==> src/rtl/avalon_sample_writer_if.sv <==
// Avalon-MM write-only bus between the sample writer (master) and system memory (slave).
`timescale 1ns/1ps
interface avalon_sample_writer_if #(
    parameter int ADDR_W = 32,
    parameter int DATA_W = 16
);
    logic [ADDR_W-1:0]   address;
    logic                write;
    logic [DATA_W-1:0]   writedata;
    logic [DATA_W/8-1:0] byteenable;
    logic                waitrequest;

    modport master (
        output address,
        output write,
        output writedata,
        output byteenable,
        input  waitrequest
    );

    modport slave (
        input  address,
        input  write,
        input  writedata,
        input  byteenable,
        output waitrequest
    );
endinterface

==> src/rtl/avalon_sample_writer.sv <==
// Drains DEPTH samples from a synchronous sample RAM into memory as Avalon-MM writes,
// one beat per sample at incrementing byte addresses, with a waitrequest timeout.
`timescale 1ns/1ps
module avalon_sample_writer #(
    parameter int DATA_W  = 16,
    parameter int ADDR_W  = 32,
    parameter int DEPTH   = 512,
    parameter int IDX_W   = $clog2(DEPTH),
    parameter int TIMEOUT = 1023
) (
    input  logic                  clk,
    input  logic                  n_rst,
    input  logic                  start,
    input  logic [ADDR_W-1:0]     base_addr,
    output logic [IDX_W-1:0]      sample_addr,
    input  logic [DATA_W-1:0]     sample_data,
    avalon_sample_writer_if.master avm,
    output logic                  busy,
    output logic                  done,
    output logic                  error
);
    localparam int TO_W = $clog2(TIMEOUT + 1);
    localparam logic [IDX_W-1:0]  LAST_IDX = IDX_W'(DEPTH - 1);
    localparam logic [TO_W-1:0]   TO_LAST  = TO_W'(TIMEOUT - 1);
    localparam logic [ADDR_W-1:0] STRIDE   = ADDR_W'(DATA_W / 8);

    typedef enum logic [2:0] {IDLE, FETCH, LOAD, WRITE, DONE, ERR} state_t;

    state_t            state, next_state;
    logic [IDX_W-1:0]  idx;
    logic [ADDR_W-1:0] base;
    logic [TO_W-1:0]   wait_cnt;
    logic              accepted;
    logic              timed_out;

    assign accepted  = (state == WRITE) && !avm.waitrequest;
    assign timed_out = (state == WRITE) && avm.waitrequest && (wait_cnt == TO_LAST);

    always_ff @(posedge clk or posedge n_rst) begin
        if (n_rst) state <= IDLE;
        else       state <= next_state;
    end

    always_comb begin
        next_state = state;
        busy       = 1'b0;
        done       = 1'b0;
        case (state)
            IDLE, ERR: if (start) next_state = FETCH;
            FETCH: begin
                busy       = 1'b1;
                next_state = LOAD;
            end
            LOAD: begin
                busy       = 1'b1;
                next_state = WRITE;
            end
            WRITE: begin
                busy = 1'b1;
                if (accepted)       next_state = (idx == LAST_IDX) ? DONE : FETCH;
                else if (timed_out) next_state = ERR;
            end
            DONE: begin
                done       = 1'b1;
                next_state = IDLE;
            end
            default: next_state = IDLE;
        endcase
    end

    // The beat registers are loaded once in LOAD and left alone for the whole WRITE stall.
    always_ff @(posedge clk or posedge n_rst) begin
        if (n_rst) begin
            idx           <= '0;
            base          <= '0;
            sample_addr   <= '0;
            wait_cnt      <= '0;
            error         <= 1'b0;
            avm.address   <= '0;
            avm.writedata <= '0;
            avm.write     <= 1'b0;
        end else begin
            case (state)
                IDLE, ERR: begin
                    if (start) begin
                        base        <= base_addr;
                        idx         <= '0;
                        sample_addr <= '0;
                        wait_cnt    <= '0;
                        error       <= 1'b0;
                    end
                end
                LOAD: begin
                    avm.writedata <= sample_data;
                    avm.address   <= base + ADDR_W'(idx) * STRIDE;
                    avm.write     <= 1'b1;
                end
                WRITE: begin
                    if (accepted) begin
                        avm.write <= 1'b0;
                        wait_cnt  <= '0;
                        if (idx != LAST_IDX) begin
                            idx         <= idx + 1'b1;
                            sample_addr <= idx + 1'b1;
                        end
                    end else if (timed_out) begin
                        avm.write <= 1'b0;
                        wait_cnt  <= '0;
                        error     <= 1'b1;
                    end else begin
                        wait_cnt <= wait_cnt + 1'b1;
                    end
                end
                default: ;
            endcase
        end
    end

    assign avm.byteenable = avm.write ? '1 : '0;
endmodule

==> src/flat_wrapper.sv <==
// flat-port wrapper written by rule: the top's interface ports become plain ports
module avalon_sample_writer_flat 
#(
    parameter int DATA_W  = 16,
    parameter int ADDR_W  = 32,
    parameter int DEPTH   = 512,
    parameter int IDX_W   = $clog2(DEPTH),
    parameter int TIMEOUT = 1023
)
  (clk, n_rst, start, base_addr, sample_addr, sample_data, busy, done, error, avm_address, avm_write, avm_writedata, avm_byteenable, avm_waitrequest);
  avalon_sample_writer_if #(.ADDR_W(ADDR_W), .DATA_W(DATA_W)) avm_i ();
  input  logic clk;
  input  logic n_rst;
  input  logic start;
  input  logic [ADDR_W-1:0] base_addr;
  output logic [IDX_W-1:0] sample_addr;
  input  logic [DATA_W-1:0] sample_data;
  output logic busy;
  output logic done;
  output logic error;
  output wire logic [$bits(avm_i.address)-1:0] avm_address;
  output wire logic [$bits(avm_i.write)-1:0] avm_write;
  output wire logic [$bits(avm_i.writedata)-1:0] avm_writedata;
  output wire logic [$bits(avm_i.byteenable)-1:0] avm_byteenable;
  input wire logic [$bits(avm_i.waitrequest)-1:0] avm_waitrequest;
  assign avm_address = avm_i.address;
  assign avm_write = avm_i.write;
  assign avm_writedata = avm_i.writedata;
  assign avm_byteenable = avm_i.byteenable;
  assign avm_i.waitrequest = avm_waitrequest;
  avalon_sample_writer #(.DATA_W(DATA_W), .ADDR_W(ADDR_W), .DEPTH(DEPTH), .IDX_W(IDX_W), .TIMEOUT(TIMEOUT)) u_core (.clk(clk), .n_rst(n_rst), .start(start), .base_addr(base_addr), .sample_addr(sample_addr), .sample_data(sample_data), .avm(avm_i), .busy(busy), .done(done), .error(error));
endmodule
==> config.mk <==
export PLATFORM = sky130hd
export DESIGN_NAME = avalon_sample_writer_flat
export DESIGN_NICKNAME = d
export VERILOG_FILES = /design/src/rtl/avalon_sample_writer_if.sv /design/src/rtl/avalon_sample_writer.sv /design/src/flat_wrapper.sv
export SDC_FILE = /design/constraint.sdc
export NUM_CORES = 1
export LEC_CHECK = 0
export ABC_AREA = 0
export BUFFER_PORTS_ARGS = -buffer_cell sky130_fd_sc_hd__buf_2
export CORE_ASPECT_RATIO = 1.2
export CORE_MARGIN = 2
export CORE_UTILIZATION = 58
export DETAILED_ROUTE_END_ITERATION = 6
export HOLD_SLACK_MARGIN = 0.15
export PLACE_DENSITY = 0.94
export SETUP_SLACK_MARGIN = 0.1
export SKIP_LAST_GASP = 1
export SLEW_MARGIN = 20
export SYNTH_ARGS = -nofsm -noshare
export SYNTH_HDL_FRONTEND = slang
export SYNTH_SLANG_ARGS = --single-unit
export TNS_END_PERCENT = 50
==> constraint.sdc <==
create_clock -name clk -period 5.9 [get_ports clk]
set_input_delay 0.59 -clock clk [delete_from_list [all_inputs] [get_ports clk]]
set_output_delay 0.59 -clock clk [all_outputs]
set_load 0.005 [all_outputs]
# Word level (Yosys, flattened, before mapping)
# Cells that the tools add are included.
# W data, S select, Z words.
# totals
regBits	104
input_bits	52
output_inout_bits	63
word_cells	63
# op_classes
addsub	3
eq_ne	14
mux	23
reduce_logical	15
# ops
op	count
$add A32 B10 Y32	1
$mux W10	3
$mux W9	3
$pmux W10 S2	1
$pmux W9 S2	1
$mux W3	4
$pmux W3 S4	1
$add A10 B1 Y10 const B	1
$eq A10 B10 Y1 const B	1
$add A9 B1 Y9 const B	1
$eq A9 B9 Y1 const B	1
$ne A9 B9 Y1 const B	1
$reduce_and A2 Y1	4
$reduce_and A4 Y1	2
$mux W1	7
$eq A3 B2 Y1 const B	2
$eq A3 B3 Y1 const B	2
$ne A2 B2 Y1 const B	3
$ne A2 B1 Y1 const B	2
$pmux W1 S2	2
$reduce_bool A2 Y1	2
$eq A3 B1 Y1 const B	1
$logic_and A1 B1 Y1	3
$logic_not A3 Y1	1
other kinds (5)	5

# Longest topological paths before layout
# Gate-level depths: netlist of run 1.
# depth
word_depth	6
ltp_mapped	11
depth_no_buf	10

# Worst setup path after synthesis of run 1
# Ideal clock, no wire load.
# synth_timing
kind	register to register
from	reg u_core.sample_addr[0] (netlist name)
to	reg u_core.avm.address[13]
setup_time_ns	0.133
arrival_ns	2.176
t_required_ns	5.767
slack_ns	3.591
stages_incl_launch_ff	10
n_path_buf	1
period_less_slack_ns	2.309
path_cell_list	dfrtp_1 > ha_1 > fa_1 > a211o_1 > a21oi_1 > o21ai_0 > clkbuf_1 > nand4_1 > xor2_1 > o21ai_0
# synth_rtl
item	line_no	text
end signal, assigned	avalon_sample_writer.sv:95	avm.address <= base + ADDR_W'(idx) * STRIDE;
end, declared	avalon_sample_writer_if.sv:14	output address,

==> out/qor.csv, run 1 <==
metric,value,unit
root buffer cell,clkbuf_8,
"Clk pin slew, worst setup/hold paths",90,ps
FMAX,377.7,MHz
Tightest Pin Transition,813.3,ps
"Slowest-stage cell, CP",dfrtp_1,
Die Ht,106.5,um
Routed Antenna Nets,0,
Final Skew,14.39,ps
worst min-delay path category,in2async,
Yosys reg bits,104,
GR Overflow Total,0,
Layout area overhead,16.91,%
register share of total power,44.5,%
setup violators final,0,
Total Wirelength,11.23,mm
clk buf depth,2,
kind of cell adding the most delay to the critical path,compound AO/OA/AOI/OAI gates,
initial antenna violation count,0,
DRC Markers,0,
share of layout cells above drive strength 1,30.13,%
area of the die,9517,um^2
WP buf/inv,0,
via-per-instance ratio,5.601,
Clock power frac,15.5,%
CP Max Fanout,11,
nets,675,
post-synthesis cell area,5075,um^2
# diodes,0,
"commonest cells after routing, fill and taps aside","buf_2 (114), nand2_1 (104), dfrtp_1 (104)",
max-cap violation count,0,
setup TNS,0,ps
worst setup path class,reg2reg,
Initial DRC Count,209,
Die Wd,89.39,um
cts hold-fix bufs,0,
top_reg_cell synth,dfrtp_1,
Synth cell types,57,
Util after Layout,69.65,%
CTS tree,built,
hold_ws,257.9,ps
sequential fraction of the synthesis area,51.28,%
io pins,115,
gr usage total,24.49,%
Startpoint Class,flip-flop,
Switch Pwr,1093,uW
CTS Sinks,104,
final hold vios,0,
drt first pass iters,5,
fin crit period,2648,ps
Port Buf Inserts,114,
status,completed,
Synth Warn #,0,
CP max stage delay,450,ps
total power,2850,uW
logic gate share of total power,40.0,%
"most common cell after layout, fill and taps aside",buf_2,
Setup Buffers After CTS,0,
Slew HR,45.42,%
critical-path cell list,ha_1 > fa_1 > a211o_1 > a21oi_1 > o21ai_1 > nand3_1 > xor2_1 > o21ai_0,
"Slew Viols, Final",0,
Mean Syn Cell Area,10.07,um^2
Resize count post-CTS,0,
Tcrit/Tclk final,44.87,%
critical path required time,6140,ps
dpl ws,3297,ps
vias in the first global route,3933,
Skew-Pair Late Insertion Delay,380,ps
starting density of the core,59.58,%
Cell Rows,37,
total core area,8518,um^2
largest net degree at the start of global routing,64,
CP arrival,2890,ps
Post-synth ARST share,100.0,%
number of buffers created by CTS,9,
global-route wire length before repair,17.99,mm
sw frac,38.34,%
RSZ-0062 raised after global routing,false,
CTS HTree Levels,3,
CP Capture Type,flip-flop,
Fillers,690,
cells after synthesis,504,
wire per inst,15.36,um
internal power,1757,uW
leakage,0.002924,uW
Post-synth EDFFs,0,
syn nets,570,
Detailed Place HPWL,8.085,mm
vias,4094,
peak supply drop,0.3593,mV
Pwr Density,480.4,nW/um^2
post-route setup slack,3252,ps
GP Congestion,0.8864,
[layer usage]
metal,routed length (um),GRT usage [%],part of all wire [%],up-vias
li1,-,-,-,1963
met1,4659,30.94,42,1947
met2,5518,40.16,49,155
met3,707,3.183,6.3,29
met4,339,13.22,3.0,0
met5,0,0,0,-
[flip-flops by register name (all words and copies together), names as in the netlist]
signal,cells
u_core.avm.write,1
u_core.sample_addr,9
u_core.state,3
u_core.avm.address,32
u_core.wait_cnt,10
u_core.error,1
u_core.base,32
u_core.avm.writedata,16
[power groups by stage]
stage                     clock network (uW)  logic (uW)  registers [uW]
after global placement                     0        1090            1250
after floorplan                            0         788            1230
after global routing                     473        1290            1310
final                                    441        1140            1270
after detailed placement                   0        1150            1280
after CTS                                448        1150            1260
[layout make-up]
| class | count | area, um^2 | area share, % |
|---|---|---|---|
| flip-flops and latches | 104 | 2603 | 43.86 |
| multi-input cells | 366 | 2341 | 39.46 |
| repair buffers | 118 | 600.6 | 10.12 |
| clock buffers | 14 | 192.7 | 3.248 |
| well taps | 117 | 146.4 | 2.467 |
| inverters | 10 | 40.04 | 0.6748 |
| clock inverters | 2 | 10.01 | 0.1687 |
[stage by stage]
| stage | std cells | instance area (um^2) |
|---|---|---|
| after floorplan | 504 | 5075 |
| after global placement | 715 | 5731 |
| after detailed placement | 715 | 5731 |
| after CTS | 731 | 5933 |
| after global routing | 731 | 5933 |
| final | 731 | 5933 |
[worst reg2reg max path: cells and delay by family, from the launching register on]
kind                     cells  cell delay, ps
adder cells (fa/ha/maj)      2             720
AND/OR/NAND/NOR              1             230
XOR/XNOR                     1             160
flip-flops                   1             450
AO/OA/AOI/OAI                4             950
[synth_stat cells (5+ instances only)]
library cell | number | area (um^2)
dfrtp_1 | 104 | 2603
nand2_1 | 104 | 390.4
o21ai_0 | 39 | 195.2
mux2_2 | 30 | 337.8
nor2_1 | 25 | 93.84
nand3_1 | 20 | 100.1
xor2_1 | 20 | 175.2
clkbuf_1 | 16 | 60.06
ha_1 | 13 | 162.7
a31oi_1 | 10 | 62.56
inv_1 | 10 | 37.54
a21oi_1 | 9 | 45.04
o21ai_1 | 9 | 45.04
xnor2_1 | 9 | 78.83
a21o_1 | 7 | 52.55
and3_1 | 7 | 43.79
nand4_1 | 7 | 43.79
buf_2 | 5 | 25.02
or3_1 | 5 | 31.28
[kinds of logic (layout without fill, tap and decap cells)]
| group | Yosys count | count (layout) | share of synthesized area (%) |
|---|---|---|---|
| XOR/XNOR | 29 | 29 | 5.005 |
| flip-flops | 104 | 104 | 51.28 |
| buffers and inverters | 34 | 144 | 2.786 |
| AO/OA/AOI/OAI | 99 | 99 | 12.50 |
| adder cells (fa/ha/maj) | 14 | 14 | 3.600 |
| AND/OR/NAND/NOR | 194 | 194 | 18.17 |
| multiplexers | 30 | 30 | 6.657 |
[path summary, 6_finish.rpt]
path                       slack [ps]  depth (start not counted)                       to                    start
setup reg to reg                 3250                          8   u_core.avm.address[21]    u_core.sample_addr[0]
hold reg to reg                   470                          2  u_core.avm.writedata[0]  u_core.avm.writedata[0]
hold / removal                    260                          2   u_core.avm.address[10]                    n_rst
min in group clk                  400                          3  u_core.avm.writedata[3]           sample_data[3]
setup / recovery                 3250                          8   u_core.avm.address[21]    u_core.sample_addr[0]
max in group asynchronous        4460                          3       u_core.wait_cnt[6]                    n_rst
Note: power is estimated with default switching activity, not from simulation.
==> inputs of run 2 (changes only) <==
ABC_AREA = 1   (was 0)
CORE_UTILIZATION = 50   (was 58)
PLACE_DENSITY = 0.86   (was 0.94)
clock period = 2.4 ns   (was 5.9 ns; I/O delays follow)
==> out/qor.csv, run 2 <==
metric,value,unit
status,completed,
kind of cell adding the most delay to the critical path,simple AND/OR/NAND/NOR gates,
most frequent cell after synthesis,nand2_1,
GP Congestion,0.9283,
gr usage total,25.69,%
Placed Area,6262,um^2
Skew-Pair Late Insertion Delay,350,ps
"commonest cells after routing, fill and taps aside","nand2_1 (338), buf_2 (114), dfrtp_1 (103)",
Layout area overhead,25.79,%
Initial DRC Count,342,
starting density of the core,50.97,%
"Clk pin slew, worst setup/hold paths",70,ps
cells after synthesis,760,
"Slew Viols, Final",0,
Tightest Pin Transition,986.0,ps
clk buf depth,2,
"most common cell after layout, fill and taps aside",nand2_1,
max-cap violation count,0,
GR Overflow Total,0,
most frequent cells after synthesis,"nand2_1 (338), dfrtp_1 (104), inv_1 (79)",
Port Buf Inserts,114,
Post-synth ARST share,100.0,%
worst min-delay path category,in2reg,
Setup Buffers After CTS,0,
M1 wire length,6.073,mm
Die Ht,119.9,um
CTS HTree Levels,3,
drt first pass iters,5,
Pwr Density,1042,nW/um^2
reg2reg setup slack,270,ps
CP Capture Type,flip-flop,
WL met3,853,um
syn nets,826,
io pins,115,
Synth area leader,dfrtp_1,
vias,5417,
Cell Rows,42,
peak supply drop,0.8533,mV
CP arrival,2360,ps
largest cells by area after synthesis,"dfrtp_1 (46%), nand2_1 (23%), inv_1 (5.3%), nand3_1 (4.8%), nor2_1 (3.6%)",
initial antenna violation count,0,
wire per inst,13.79,um
FMAX,469.8,MHz
final hold vios,0,
nets,986,
vias in the first global route,5217,
sequential fraction of the synthesis area,46.49,%
most frequent CP cell,nand2_1,
setup TNS,0,ps
top_reg_cell synth,dfrtp_1,
top sig layer,met4,
Synth cell types,31,
setup violators final,0,
"Slowest-stage cell, CP",dfrtp_2,
Mean Syn Cell Area,7.366,um^2
via-per-instance ratio,5.130,
worst setup path class,reg2reg,
RSZ-0062 raised after global routing,false,
Tcrit/Tclk final,88.70,%
root buffer cell,clkbuf_16,
share of layout cells above drive strength 1,16.45,%
total core area,10980,um^2
final instance area,7042,um^2
post-synthesis cell area,5598,um^2
Synth Warn #,0,
fin crit period,2129,ps
leakage,0.003883,uW
global-route wire length before repair,24.29,mm
Yosys reg bits,104,
CP max stage delay,460,ps
Routed Antenna Nets,0,
number of buffers created by CTS,9,
# diodes,0,
post-synth top area share,46.49,%
DR WL met2,7.111,mm
critical path required time,2630,ps
CTS tree,built,
Total Wirelength,14.57,mm
top flop regs,"u_core.avm.address x32, u_core.base x32, u_core.avm.writedata x16",
largest net degree at the start of global routing,61,
Die Wd,100.6,um
CTS Sinks,104,
Slew HR,34.27,%
DRC Markers,0,
Detailed Place HPWL,9.748,mm
CP Max Fanout,7,
area of the die,12060,um^2
WP buf/inv,0,
critical-path cell list,ha_1 > fa_1 > nand2_1 > a21oi_1 > nand2_1 > nand3_1 > nor2_1 > nor2_1 > nand2_1 > nand2_1,
Startpoint Class,flip-flop,
Post-synth EDFFs,0,
Final Skew,10.46,ps
-- run 2: final timing paths --
check,start,endpoint,cells past startpoint
setup / recovery,u_core.sample_addr[0],u_core.avm.address[13],10
hold / removal,avm_waitrequest,u_core.wait_cnt[6],3
setup reg to reg,u_core.sample_addr[0],u_core.avm.address[13],10
hold reg to reg,u_core.avm.writedata[12],u_core.avm.writedata[12],2
max in group asynchronous,n_rst,u_core.sample_addr[0],4
min in group asynchronous,n_rst,u_core.avm.writedata[11],3
-- run 2: worst register-to-register path, cell delays in order, from the launching register on --
cell and delay, ps:
dfrtp_2 460, ha_1 240, fa_1 410, nand2_1 110
a21oi_1 110, nand2_1 90, nand3_1 200, nor2_1 160
nor2_1 70, nand2_1 120, nand2_1 50
-- run 2: layout make-up --
class / instances / area (um^2)
Inverter: 81 / 307.8
Fill cell: 931 / 3941
Tap cell: 132 / 165.2
Clock inverter: 4 / 45.04
Sequential cell: 104 / 2604
Timing Repair Buffer: 169 / 1119
Multi-Input combinational cell: 555 / 2559
Clock buffer: 11 / 242.7
-- run 2: report_power, final --
part	leakage, uW	switching (uW)	total, uW	internal, uW
clock	0.000145	623	1450	826
combinational	0.00241	1790	2900	1100
sequential	0.00133	552	3000	2440
-- run 2: per-layer routing --
metal  vias to the layer above  track usage [%]
met4                         0            12.41
met5                         -                0
met2                       197            43.29
li1                       2693                -
met1                      2482            31.87
met3                        45            4.077
-- run 2: kinds of logic (layout without fill, tap and decap cells) --
kind of cell               Yosys count  in the layout  synth area share (%)
AOI/OAI and AO/OA                   46             46                 4.627
xor gates and xnor gates            13             13                 2.034
and+or+nand+nor                    482            482                 35.74
buffers and inverters              101            265                 7.845
adders and majority gates           14             14                 3.263
DFF                                104            104                 46.49
-- run 2: timing repair --
action                                  4_1_cts  5_1_grt
hold endpoints to repair                     74        0
hold buffers                                 49        0
endpoints found under the setup margin        0        2
gates resized for setup                       0        1
-- run 2: metrics by stage --
stage          std cells  util [%]  setup WS (ps)  power (uW)  hold slack, ps
2_1_floorplan        760         -          543.5        4872           356.6
6_report            1056     64.11          271.3        7340           200.3
3_5_place_dp         992     57.02          316.4        5794           350.8
4_1_cts             1056     64.10          264.1        7319           193.9
5_1_grt             1056     64.11          113.1        7941           228.3
3_3_place_gp         992     57.02          373.7        5710           348.5
